**config.mk**
```make
export PLATFORM = sky130hd
export DESIGN_NAME = cpu_fetch_flat
export DESIGN_NICKNAME = d
export VERILOG_FILES = /design/src/rtl/cpu_pkg.sv /design/src/rtl/cpu_fetch_if.sv /design/src/rtl/cpu_branch_target.sv /design/src/rtl/cpu_fetch.sv /design/src/flat_wrapper.sv
export SDC_FILE = /design/constraint.sdc
export NUM_CORES = 1
export LEC_CHECK = 0
export CAP_MARGIN = 40
export CORE_ASPECT_RATIO = 1.2
export CORE_UTILIZATION = 30
export CTS_CLUSTER_SIZE = 12
export DETAILED_ROUTE_END_ITERATION = 7
export PLACE_DENSITY = 0.53
export SYNTH_ARGS = -nofsm -noshare
export SYNTH_HDL_FRONTEND = slang
export SYNTH_SLANG_ARGS = --single-unit
```
**constraint.sdc**
```tcl
create_clock -name clk -period 9.6 [get_ports clk]
set_input_delay 1.44 -clock clk [delete_from_list [all_inputs] [get_ports clk]]
set_output_delay 1.44 -clock clk [all_outputs]
set_load 0.02 [all_outputs]
```
**src/rtl/cpu_pkg.sv**
```systemverilog
// Shared definitions for the fetch stage: FSM state encoding, the HALT
// opcode, instruction size and immediate field positions used for branch
// target computation.
package cpu_pkg;

    typedef enum logic [2:0] {
        ST_IDLE,
        ST_FETCH,
        ST_EXEC,
        ST_UPDATE,
        ST_HALTED
    } fetch_state_e;

    localparam logic [10:0] HALT_OPCODE = 11'h7FF;
    localparam int          INSTR_BYTES = 4;

    // Opcode field presented to control
    localparam int OPC_MSB   = 31;
    localparam int OPC_LSB   = 21;

    // B: imm26, CBZ/CBNZ: imm19 (both word offsets)
    localparam int IMM26_MSB = 25;
    localparam int IMM26_LSB = 0;
    localparam int IMM26_W   = IMM26_MSB - IMM26_LSB + 1;
    localparam int IMM19_MSB = 23;
    localparam int IMM19_LSB = 5;
    localparam int IMM19_W   = IMM19_MSB - IMM19_LSB + 1;

endpackage

```
**src/rtl/cpu_fetch_if.sv**
```systemverilog
// Instruction-memory request/acknowledge bus.
//   imem_req   : fetch request, held until ack
//   imem_addr  : fetch address
//   imem_ack   : one-cycle pulse, imem_rdata valid in the same cycle
//   imem_rdata : fetched instruction word
// master = fetch stage, slave = instruction memory.
interface cpu_fetch_if #(
    parameter int PC_WIDTH = 64
) ();
    logic                imem_req;
    logic [PC_WIDTH-1:0] imem_addr;
    logic                imem_ack;
    logic [31:0]         imem_rdata;

    modport master (output imem_req, imem_addr, input imem_ack, imem_rdata);
    modport slave  (input imem_req, imem_addr, output imem_ack, imem_rdata);
endinterface

```
**src/rtl/cpu_branch_target.sv**
```systemverilog
// Combinational branch target: pc + (sext(imm) << 2), where imm is imm26
// for unconditional B and imm19 for CBZ/CBNZ.
//   pc          : address of the branch instruction
//   instruction : branch instruction word
//   Branch      : selects imm26 (1) or imm19 (0)
//   target      : resulting address, modulo 2^PC_WIDTH
module cpu_branch_target
    import cpu_pkg::*;
#(
    parameter int PC_WIDTH = 64
) (
    input  logic [PC_WIDTH-1:0] pc,
    input  logic [31:0]         instruction,
    input  logic                Branch,
    output logic [PC_WIDTH-1:0] target
);
    logic [IMM26_W-1:0]  imm26;
    logic [IMM19_W-1:0]  imm19;
    logic [PC_WIDTH-1:0] off26;
    logic [PC_WIDTH-1:0] off19;
    logic                unused_opc;

    assign imm26 = instruction[IMM26_MSB:IMM26_LSB];
    assign imm19 = instruction[IMM19_MSB:IMM19_LSB];

    // Sign-extend and scale word offset to bytes (two zero LSBs)
    assign off26 = {{(PC_WIDTH-IMM26_W-2){imm26[IMM26_W-1]}}, imm26, 2'b00};
    assign off19 = {{(PC_WIDTH-IMM19_W-2){imm19[IMM19_W-1]}}, imm19, 2'b00};

    assign target = pc + (Branch ? off26 : off19);

    // Opcode bits play no part in the target
    assign unused_opc = ^instruction[31:26];
endmodule

```
**src/rtl/cpu_fetch.sv**
```systemverilog
// Instruction-fetch stage. Owns the PC, fetches over a req/ack bus,
// holds the instruction for EXEC_CYCLES cycles while control settles,
// then selects the next PC from the branch inputs. Stops on HALT.
//   clk, reset    : clock, async active-high reset
//   imem          : instruction-memory bus (master)
//   instruction   : latched instruction register
//   inst31_21     : opcode field to control
//   instr_valid   : high during the execute window
//   pc            : address of the current instruction
//   Branch, BranchZero, BranchNonZero, alu_zero : next-PC select inputs
//   retire        : one-cycle pulse when the PC advances
//   halted        : sticky halt indicator
module cpu_fetch
    import cpu_pkg::*;
#(
    parameter int                  PC_WIDTH    = 64,
    parameter logic [PC_WIDTH-1:0] RESET_PC    = '0,
    parameter int                  EXEC_CYCLES = 2
) (
    input  logic                clk,
    input  logic                reset,
    cpu_fetch_if.master         imem,
    output logic [31:0]         instruction,
    output logic [10:0]         inst31_21,
    output logic                instr_valid,
    output logic [PC_WIDTH-1:0] pc,
    input  logic                Branch,
    input  logic                BranchZero,
    input  logic                BranchNonZero,
    input  logic                alu_zero,
    output logic                retire,
    output logic                halted
);
    localparam int CNT_W = (EXEC_CYCLES > 1) ? $clog2(EXEC_CYCLES) : 1;
    localparam logic [CNT_W-1:0] CNT_LAST = CNT_W'(EXEC_CYCLES - 1);

    fetch_state_e        state_q, state_d;
    logic [PC_WIDTH-1:0] pc_q, pc_d;
    logic [31:0]         instr_q, instr_d;
    logic [CNT_W-1:0]    cnt_q, cnt_d;
    // Branch decision captured at the end of EXEC, applied in UPDATE
    logic                taken_q, taken_d;
    logic                br_q, br_d;
    logic [PC_WIDTH-1:0] target;

    cpu_branch_target #(.PC_WIDTH(PC_WIDTH)) u_target (
        .pc          (pc_q),
        .instruction (instr_q),
        .Branch      (br_q),
        .target      (target)
    );

    always_ff @(posedge clk or posedge reset) begin
        if (reset) begin
            state_q <= ST_IDLE;
            pc_q    <= RESET_PC;
            instr_q <= '0;
            cnt_q   <= '0;
            taken_q <= 1'b0;
            br_q    <= 1'b0;
        end else begin
            state_q <= state_d;
            pc_q    <= pc_d;
            instr_q <= instr_d;
            cnt_q   <= cnt_d;
            taken_q <= taken_d;
            br_q    <= br_d;
        end
    end

    always_comb begin
        state_d = state_q;
        pc_d    = pc_q;
        instr_d = instr_q;
        cnt_d   = cnt_q;
        taken_d = taken_q;
        br_d    = br_q;
        unique case (state_q)
            // Single cycle that swallows any ack left over from before reset
            ST_IDLE: state_d = ST_FETCH;
            ST_FETCH: begin
                if (imem.imem_ack) begin
                    instr_d = imem.imem_rdata;
                    cnt_d   = '0;
                    state_d = (imem.imem_rdata[OPC_MSB:OPC_LSB] == HALT_OPCODE)
                              ? ST_HALTED : ST_EXEC;
                end
            end
            ST_EXEC: begin
                if (cnt_q == CNT_LAST) begin
                    br_d    = Branch;
                    taken_d = Branch | (BranchZero & alu_zero)
                                     | (BranchNonZero & ~alu_zero);
                    state_d = ST_UPDATE;
                end else begin
                    cnt_d = cnt_q + 1'b1;
                end
            end
            ST_UPDATE: begin
                pc_d    = taken_q ? target : pc_q + PC_WIDTH'(INSTR_BYTES);
                state_d = ST_FETCH;
            end
            ST_HALTED: state_d = ST_HALTED;
            default:   state_d = ST_IDLE;
        endcase
    end

    assign imem.imem_req  = (state_q == ST_FETCH);
    assign imem.imem_addr = pc_q;
    assign instruction    = instr_q;
    assign inst31_21      = instr_q[OPC_MSB:OPC_LSB];
    assign instr_valid    = (state_q == ST_EXEC);
    assign pc             = pc_q;
    assign retire         = (state_q == ST_UPDATE);
    assign halted         = (state_q == ST_HALTED);
endmodule

```
**src/flat_wrapper.sv**
```systemverilog
// flat-port wrapper written by rule: the top's interface ports become plain ports
module cpu_fetch_flat import cpu_pkg::*;
#(
    parameter int                  PC_WIDTH    = 64,
    parameter logic [PC_WIDTH-1:0] RESET_PC    = '0,
    parameter int                  EXEC_CYCLES = 2
)
  (clk, reset, instruction, inst31_21, instr_valid, pc, Branch, BranchZero, BranchNonZero, alu_zero, retire, halted, imem_imem_req, imem_imem_addr, imem_imem_ack, imem_imem_rdata);
  cpu_fetch_if #(.PC_WIDTH(PC_WIDTH)) imem_i ();
  input  logic clk;
  input  logic reset;
  output logic [31:0] instruction;
  output logic [10:0] inst31_21;
  output logic instr_valid;
  output logic [PC_WIDTH-1:0] pc;
  input  logic Branch;
  input  logic BranchZero;
  input  logic BranchNonZero;
  input  logic alu_zero;
  output logic retire;
  output logic halted;
  output wire logic [$bits(imem_i.imem_req)-1:0] imem_imem_req;
  output wire logic [$bits(imem_i.imem_addr)-1:0] imem_imem_addr;
  input wire logic [$bits(imem_i.imem_ack)-1:0] imem_imem_ack;
  input wire logic [$bits(imem_i.imem_rdata)-1:0] imem_imem_rdata;
  assign imem_imem_req = imem_i.imem_req;
  assign imem_imem_addr = imem_i.imem_addr;
  assign imem_i.imem_ack = imem_imem_ack;
  assign imem_i.imem_rdata = imem_imem_rdata;
  cpu_fetch #(.PC_WIDTH(PC_WIDTH), .RESET_PC(RESET_PC), .EXEC_CYCLES(EXEC_CYCLES)) u_core (.clk(clk), .reset(reset), .imem(imem_i), .instruction(instruction), .inst31_21(inst31_21), .instr_valid(instr_valid), .pc(pc), .Branch(Branch), .BranchZero(BranchZero), .BranchNonZero(BranchNonZero), .alu_zero(alu_zero), .retire(retire), .halted(halted));
endmodule
```
# Word level (Yosys, flattened, before mapping)
# Cells that the tools add are included.
word_totals:
  regBits: 102
  in_bits: 39
  word_cells: 37
classes:
  add_sub_neg: 3
  eq_ne: 7
  bitwise_logic: 5
  n_reduce_logical: 7
  mux: 9
op_table:
  columns: ["op", "count"]
  rows:
  - ["64-bit two-way mux", 2]
  - ["64-bit by 3-bit adder with 64-bit output (second input constant)", 1]
  - ["64-bit adder", 1]
  - ["3-bit case mux with 4 select lines", 1]
  - ["11-bit == test (second input constant)", 1]
  - ["3-bit two-way mux", 3]
  - ["2-bit AND reduction", 4]
  - ["3-bit by 2-bit == test with 1-bit output (second input constant)", 2]
  - ["2-bit by 1-bit != test with 1-bit output (second input constant)", 2]
  - ["3-bit by 1-bit == test with 1-bit output (second input constant)", 1]
  - ["3-bit == test (second input constant)", 1]
  - ["3-bit zero test", 1]
  - ["1-bit AND", 2]
  - ["1-bit two-way mux", 2]
  - ["1-bit bitwise OR", 2]
  - ["1-bit case mux with 2 select lines", 1]
  - ["2-bit nonzero test", 1]
  - ["2-bit OR reduction", 1]
  - ["1-bit adder (second input constant)", 1]
  - ["1-bit NOT", 1]

# Logic depth before layout (Yosys ltp)
# Gate-level depths: netlist (run 1).
depth:
  word_depth: 4
  ltp_mapped: 17
  mapped_depth_nobuf: 15

# Hierarchy
# A second synthesis (run 1) with hierarchy kept.
hier_totals:
  cells_unflattened: 1303
  hier_area_um2: 10422.5
by_module_without_submodules:
  columns: ["module", "instances", "area_per_inst_um2", "cells_each"]
  rows:
  - ["cpu_fetch", 1, 6443.7, 712]
  - ["cpu_branch_target", 1, 3978.8, 591]

# Least setup slack after synthesis (run 1)
# No wires, ideal clock.
synth_path:
  kind: "flip-flop to flip-flop"
  startpoint: "reg u_core.br_q"
  endpoint: "reg u_core.pc_q[61] (netlist: u_core.imem.imem_addr[61])"
  path_slack_ns: 5.225
  stages_incl_launch_ff: 16
  required_ns: 9.534
  setup_ns: 0.066
  arrival_ns: 4.309
  n_path_buf: 2
  cell_sequence: "dfrtp_1 clkbuf_1 clkbuf_1 mux2i_1 nor2b_1 ha_1 nand4_2 or3_1 a21o_1 a2111oi_2 nor3_2 o41ai_4 a31oi_4 o31a_1 o311ai_1 a31o_1"
synth_between:
  elab_chain_cells: 3
synth_lines:
  columns: ["element", "line", "source"]
  rows:
  - ["from (decl)", "cpu_fetch.sv:43", "logic br_q, br_d;"]
  - ["from (signal assigned)", "cpu_fetch.sv:67", "br_q <= br_d;"]
  - ["64-bit two-way mux", "cpu_branch_target.sv:30", "assign target = pc + (Branch ? off26 : off19);"]
  - ["64-bit adder", "cpu_branch_target.sv:30", null]
  - ["64-bit two-way mux", "cpu_fetch.sv:100", "pc_d = taken_q ? target : pc_q + PC_WIDTH'(INSTR_BYTES);"]
  - ["to (signal assigned)", "cpu_fetch.sv:63", "pc_q <= pc_d;"]
  - ["to (decl)", "cpu_fetch.sv:38", "logic [PC_WIDTH-1:0] pc_q, pc_d;"]
# Every way passes these cells.
# A chain may end at the register's enable or synchronous reset.

# Worst setup path in the final report (run 1)
# Same ends and word-level chain as after synthesis.

==> metrics.txt, run 1 <==
hold_buf cts=0; final setup vio count=0; setup TNS=0 ps; Vias/cell=5.095; post-synthesis cell area=about 0.0083 mm²; measured slew at the worst slew-check pin=809.7 ps; Chip Width=153.9 µm; critical-path maximum fanout=25; gr ovfl total=0; largest area contributor in the netlist=dfrtp_1; synth cell count leaders=nand2_1 (124), dfrtp_1 (100), o21ai_0 (93); clk_skew=12.05 ps; Final period util=0.4566; Post-synth EDFFs=0; gpl congestion=0.8974; fraction of layout instances using a drive strength above 1=0.06532; Bufs and invs on worst path=1; CP top delay family=compound AO/OA/AOI/OAI gates; average size of a mapped cell=8.475 µm²; Initial Util=0.3057; first-pass GRT wire length=38.07 mm; post-DP HPWL=18.57 mm; ANT cells=0; die area=0.02836 mm²; main area contributors after synthesis=dfrtp_1 (30%), ha_1 (9.2%), buf_4 (7.0%); fillcell total=2743; Ys Warns=0; sequential cell area fraction in the yosys report=0.3013; CP Cell Sequence=buf_4 -> mux2i_1 -> nor2b_1 -> ha_1 -> nand4_2 -> or3_1 -> a21o_1 -> a2111oi_2 -> nor3_2 -> o41ai_4 -> a31oi_4 -> o31a_1 -> o311ai_1 -> a31o_1; CTS tree=done; cell with the most instances after synthesis=nand2_1; Worst slew margin=0.4531; Multi-input gate area=just under 0.005 mm²; Crit path largest cell delay=610 ps; clock-pin slew on the worst setup and hold paths=70 ps; post-DR wirelength/cell=roughly 17 µm; routed wire length=23.65 mm; initial antenna violation count=0; Core Region=0.02717 mm²; Area Overhead vs Synth=25.73%; Clk Latency, worst-skew pair=between 300 and 400 ps; Syn Inst Count=a little under 1000; Max Cap Viol=0; vias in the first global route=7111; post-route cell area=roughly 0.010 mm²; Inserted Clock Buffers=9; clk root buf=clkbuf_16; Worst EP arrival=4680 ps; final antenna-violating net count=0; CTS Sinks=100; DRC=0; DR vias=around 7300; DP Area=0.01013 mm²; register area=0.002502 mm²; Nets=1183; outcome=complete, no violations; H-tree levels=3; I/O Pins=214; Peak Freq=between 0.2 and 0.25 GHz; largest net degree at the start of global routing=78; CP Capture Type=flip-flop; unrepaired setup endpoints after global routing=false; Synth async-reset ratio=1.000; die height=between 150 and 200 µm; DR iter-0 viols=~340; DRT Pass-1 Iters=7; minimum clock period=4384 ps; Final Hold Viols=0; max-slew violations=0; PortBufs=roughly 210; Clock Tree Buf Depth=2; crit path launch type=flip-flop; top cell type's share of synthesized area=0.3013; Post-CTS Setup Bufs=0; Synth cell types=60; Synth Flop Type=dfrtp_1; crit path kind=reg -> reg; CP max-delay cell=o41ai_4; row cnt=66; Hold WC Path Type=reg -> reg; CTS resizes=0; FF+latch count, synth=100; Worst Path Required=a little under 10000 ps; Total GRT Usage=0.1688
state kept, by name, indices dropped and copies added (netlist names):
register,cells
u_core.cnt_q,1
u_core.instruction,32
u_core.taken_q,1
u_core.br_q,1
u_core.imem.imem_addr,62
u_core.state_q,3
final timing paths:
kind                                              from                         to  slack, ps  cells after the start
worst max-delay path                       u_core.br_q  u_core.imem.imem_addr[61]       5220                     14
worst min-delay path            u_core.instruction[27]     u_core.instruction[27]        540                      1
worst max register to register             u_core.br_q  u_core.imem.imem_addr[61]       5220                     14
worst min register to register  u_core.instruction[27]     u_core.instruction[27]        540                      1
max in group asynchronous                        reset     u_core.instruction[20]       7140                      4
min in group asynchronous                        reset  u_core.imem.imem_addr[56]       1420                      2
worst reg2reg max path: cells and delay by family, from the launching register on:
family | cells | cell delay [ps]
AO/OA/AOI/OAI | 7 | 2220
AND/OR/NAND/NOR | 4 | 730
adder cells (fa/ha/maj) | 1 | 400
flip-flops | 1 | 370
buffers and inverters | 1 | 340
multiplexers | 1 | 260
layout make-up:
| cell class | count | area share |
|---|---|---|
| repair buffers | 215 | 0.2066 |
| clock buffers | 9 | 0.02157 |
| multi-input cells | 731 | 0.4744 |
| inverters | 25 | 0.009226 |
| clock inverters | 7 | 0.007908 |
| flip-flops and latches | 100 | 0.2396 |
| well taps | 340 | 0.04074 |
placed cells by master, fill, tap and decap left out, types with 8 or more instances in the layout:
| cell type | instances |
|---|---|
| xor2_1 | 20 |
| a21oi_1 | 74 |
| nor3_1 | 11 |
| mux2i_1 | 18 |
| inv_1 | 24 |
| dfrtp_1 | 100 |
| or3_1 | 8 |
| ha_1 | 61 |
| nor2b_1 | 23 |
| clkbuf_16 | 9 |
| nor2_1 | 35 |
| o21ai_0 | 93 |
| a31oi_1 | 12 |
| xnor2_1 | 38 |
| mux2_2 | 34 |
| a21o_1 | 33 |
| nand2_1 | 123 |
| o21bai_1 | 17 |
| clkdlybuf4s50_1 | 209 |
| nand4_1 | 21 |
| nand3_1 | 14 |
cells by family (layout without fill, tap and decap cells):
family / Yosys count / count (layout) / synth area share
xor+xnor: 58 / 58 / 0.06116
buf+inv: 152 / 256 / 0.1052
other cells: 1 / 4 / 0.0004515
fa+ha+maj: 62 / 62 / 0.09431
flops: 100 / 100 / 0.3013
mux: 52 / 52 / 0.06779
simple gates: 266 / 266 / 0.1514
compound gates: 289 / 289 / 0.2184
stage by stage:
stage          hold WS [ps]  setup slack (ps)    util  std cells
2_1_floorplan         486.2              5225       -        983
4_1_cts               546.8              5173  0.3844       1427
6_report              535.9              5216  0.3844       1427
5_1_grt               559.0              4836  0.3844       1427
3_3_place_gp          515.6              5242  0.3720       1410
3_5_place_dp          526.4              5200  0.3730       1411
layer usage:
metal	global-route usage	vias to the layer above	share of wire
li1	-	3626	-
met3	0.03127	27	0.045
met2	0.2971	209	0.49
met5	0	-	0
met4	0.04560	0	0.018
met1	0.2102	3408	0.45
Power of run 1 is left out: the tool's default activity adds up to more than one toggle a clock period on the data nets, which glitch-free logic cannot reach.
==> run 2, diff against run 1 <==
- PLACE_DENSITY: 0.53 -> 0.54
- clock period: 9.6 -> 3.8 ns (I/O delays scaled with it)
==> metrics.txt, run 2 (synthesis results as in run 1) <==
clock-pin slew on the worst setup and hold paths=80 ps; Chip Width=between 150 and 200 µm; clk root buf=clkbuf_16; row cnt=66; CP Cell Sequence=buf_12 -> mux2i_1 -> nor2b_1 -> ha_1 -> nand4_2 -> or3_1 -> a21o_1 -> a2111oi_4 -> nor3_2 -> o41ai_4 -> buf_4 -> a31oi_4 -> o31a_1 -> o311ai_1 -> a31o_1; gr ovfl total=0; Stages on worst setup path=15; gpl congestion=0.8909; PortBufs=209; I/O Pins=roughly 210; reg-to-reg startpoint=u_core.br_q; final antenna-violating net count=0; die area=0.02836 mm²; minimum clock period=3733 ps; initial antenna violation count=0; clk_skew=approximately 13 ps; Initial Util=0.3057; vias in the first global route=7458; CP max-delay cell=dfrtp_1; max reg flops=62; Worst slew margin=0.5999; setup TNS=0 ps; fraction of layout instances using a drive strength above 1=0.1504; Vias/cell=5.036; DRC=0; Bufs and invs on worst path=2; CTS tree=done; crit path launch type=flip-flop; measured slew at the worst slew-check pin=roughly 600 ps; Clock Tree Buf Depth=2; reg2reg path depth=15; RR Endpoint=u_core.imem.imem_addr[61]; max-slew violations=0; Worst EP arrival=4030 ps; Nets=between 1000 and 1500; largest net degree at the start of global routing=between 60 and 70; Area Overhead vs Synth=35.13%; commonest non-fill, non-tap cells in the layout=clkdlybuf4s50_1 (209), nand2_1 (121), dfrtp_1 (99), o21ai_0 (89), a21oi_1 (68); crit path launch=u_core.br_q; ANT cells=0; Inserted Clock Buffers=9; worst hold margin=approximately 530 ps; Worst Path Required=4100 ps; commonest non-fill, non-tap cell in the layout=clkdlybuf4s50_1; crit path kind=reg -> reg; final setup vio count=0; routed wire length=24.65 mm; post-DR wirelength/cell=approximately 17 µm; Worst Setup EP=u_core.imem.imem_addr[61]; die height=~180 µm; Peak Freq=0.2678 GHz; Clk Latency, worst-skew pair=360 ps; fin util=0.4131; Core Region=0.02717 mm²; CTS Sinks=100; Final Worst Setup Slack=66.55 ps; DRT Pass-1 Iters=4; Final period util=0.9825; Total GRT Usage=0.1747; H-tree levels=3; Final Hold Viols=0; CP top delay family=compound AO/OA/AOI/OAI gates; DR iter-0 viols=237; critical-path maximum fanout=15; Crit path largest cell delay=400 ps; outcome=complete, no violations; unrepaired setup endpoints after global routing=true; Hold WC Path Type=reg -> reg; setup slack after placement=-23.77 ps; first-pass GRT wire length=around 39 mm; post-DP HPWL=19.36 mm; DR vias=7503; hold_buf cts=0; WHS Path Cells=2; Worst R2R Setup Slack=~67 ps; Max Cap Viol=0; CP Capture Type=flip-flop
[run 2: cell count changes in the layout (fill, tap and decap cells not counted), sizes merged]
cell	change
bufinv	-1
inv	+1
buf	+63
[run 2: through the flow]
| stage | instance area, µm² | instances |
|---|---|---|
| 4_1_cts | 11010 | 1485 |
| 3_5_place_dp | 10700 | 1467 |
| 6_report | 11220 | 1490 |
| 3_3_place_gp | 10670 | 1466 |
| 2_1_floorplan | 8441 | 983 |
| 5_1_grt | 11220 | 1490 |
[run 2: layer usage]
| layer | global-route usage | vias up | part of all wire |
|---|---|---|---|
| met1 | 0.2154 | 3513 | 0.44 |
| met4 | 0.04680 | 0 | 0.015 |
| met2 | 0.3102 | 202 | 0.49 |
| li1 | - | 3768 | - |
| met5 | 0 | - | 0 |
| met3 | 0.03245 | 20 | 0.048 |
[run 2: cell type report]
class                   instances  area (µm²)
well taps                     340       425.4
fillers                      2731       15950
clock buffers                   9       225.2
repair buffers                278        2668
multi-input cells             731        5236
flip-flops and latches        100        2504
inverters                      25       100.1
clock inverters                 7       65.06
[run 2: worst reg2reg max path: stages, from the launching register on]
cell and delay (ps):
dfrtp_1 400, buf_12 170, mux2i_1 220, nor2b_1 70, ha_1 320, nand4_2 130
or3_1 390, a21o_1 230, a2111oi_4 320, nor3_2 110, o41ai_4 280, buf_4 190
a31oi_4 80, o31a_1 340, o311ai_1 250, a31o_1 180
[run 2: how the worst min path moves through the flow]
stage          slack, ps                      to                    from
2_1_floorplan        490       u_core.state_q[0]            u_core.cnt_q
3_3_place_gp         520       u_core.state_q[0]            u_core.cnt_q
3_5_place_dp         530  u_core.instruction[30]  u_core.instruction[30]
4_1_cts              540       u_core.state_q[0]            u_core.cnt_q
5_1_grt              570  u_core.instruction[26]  u_core.instruction[26]
6_report             530       u_core.state_q[0]            u_core.cnt_q
[run 2: repair_timing]
item,4_1_cts,5_1_grt
pin swaps,3,11
hold endpoints to repair,0,0
setup endpoints to repair,4,18
buffers inserted,2,5
gates resized for setup,2,38
Power of run 2 is left out for the same reason.
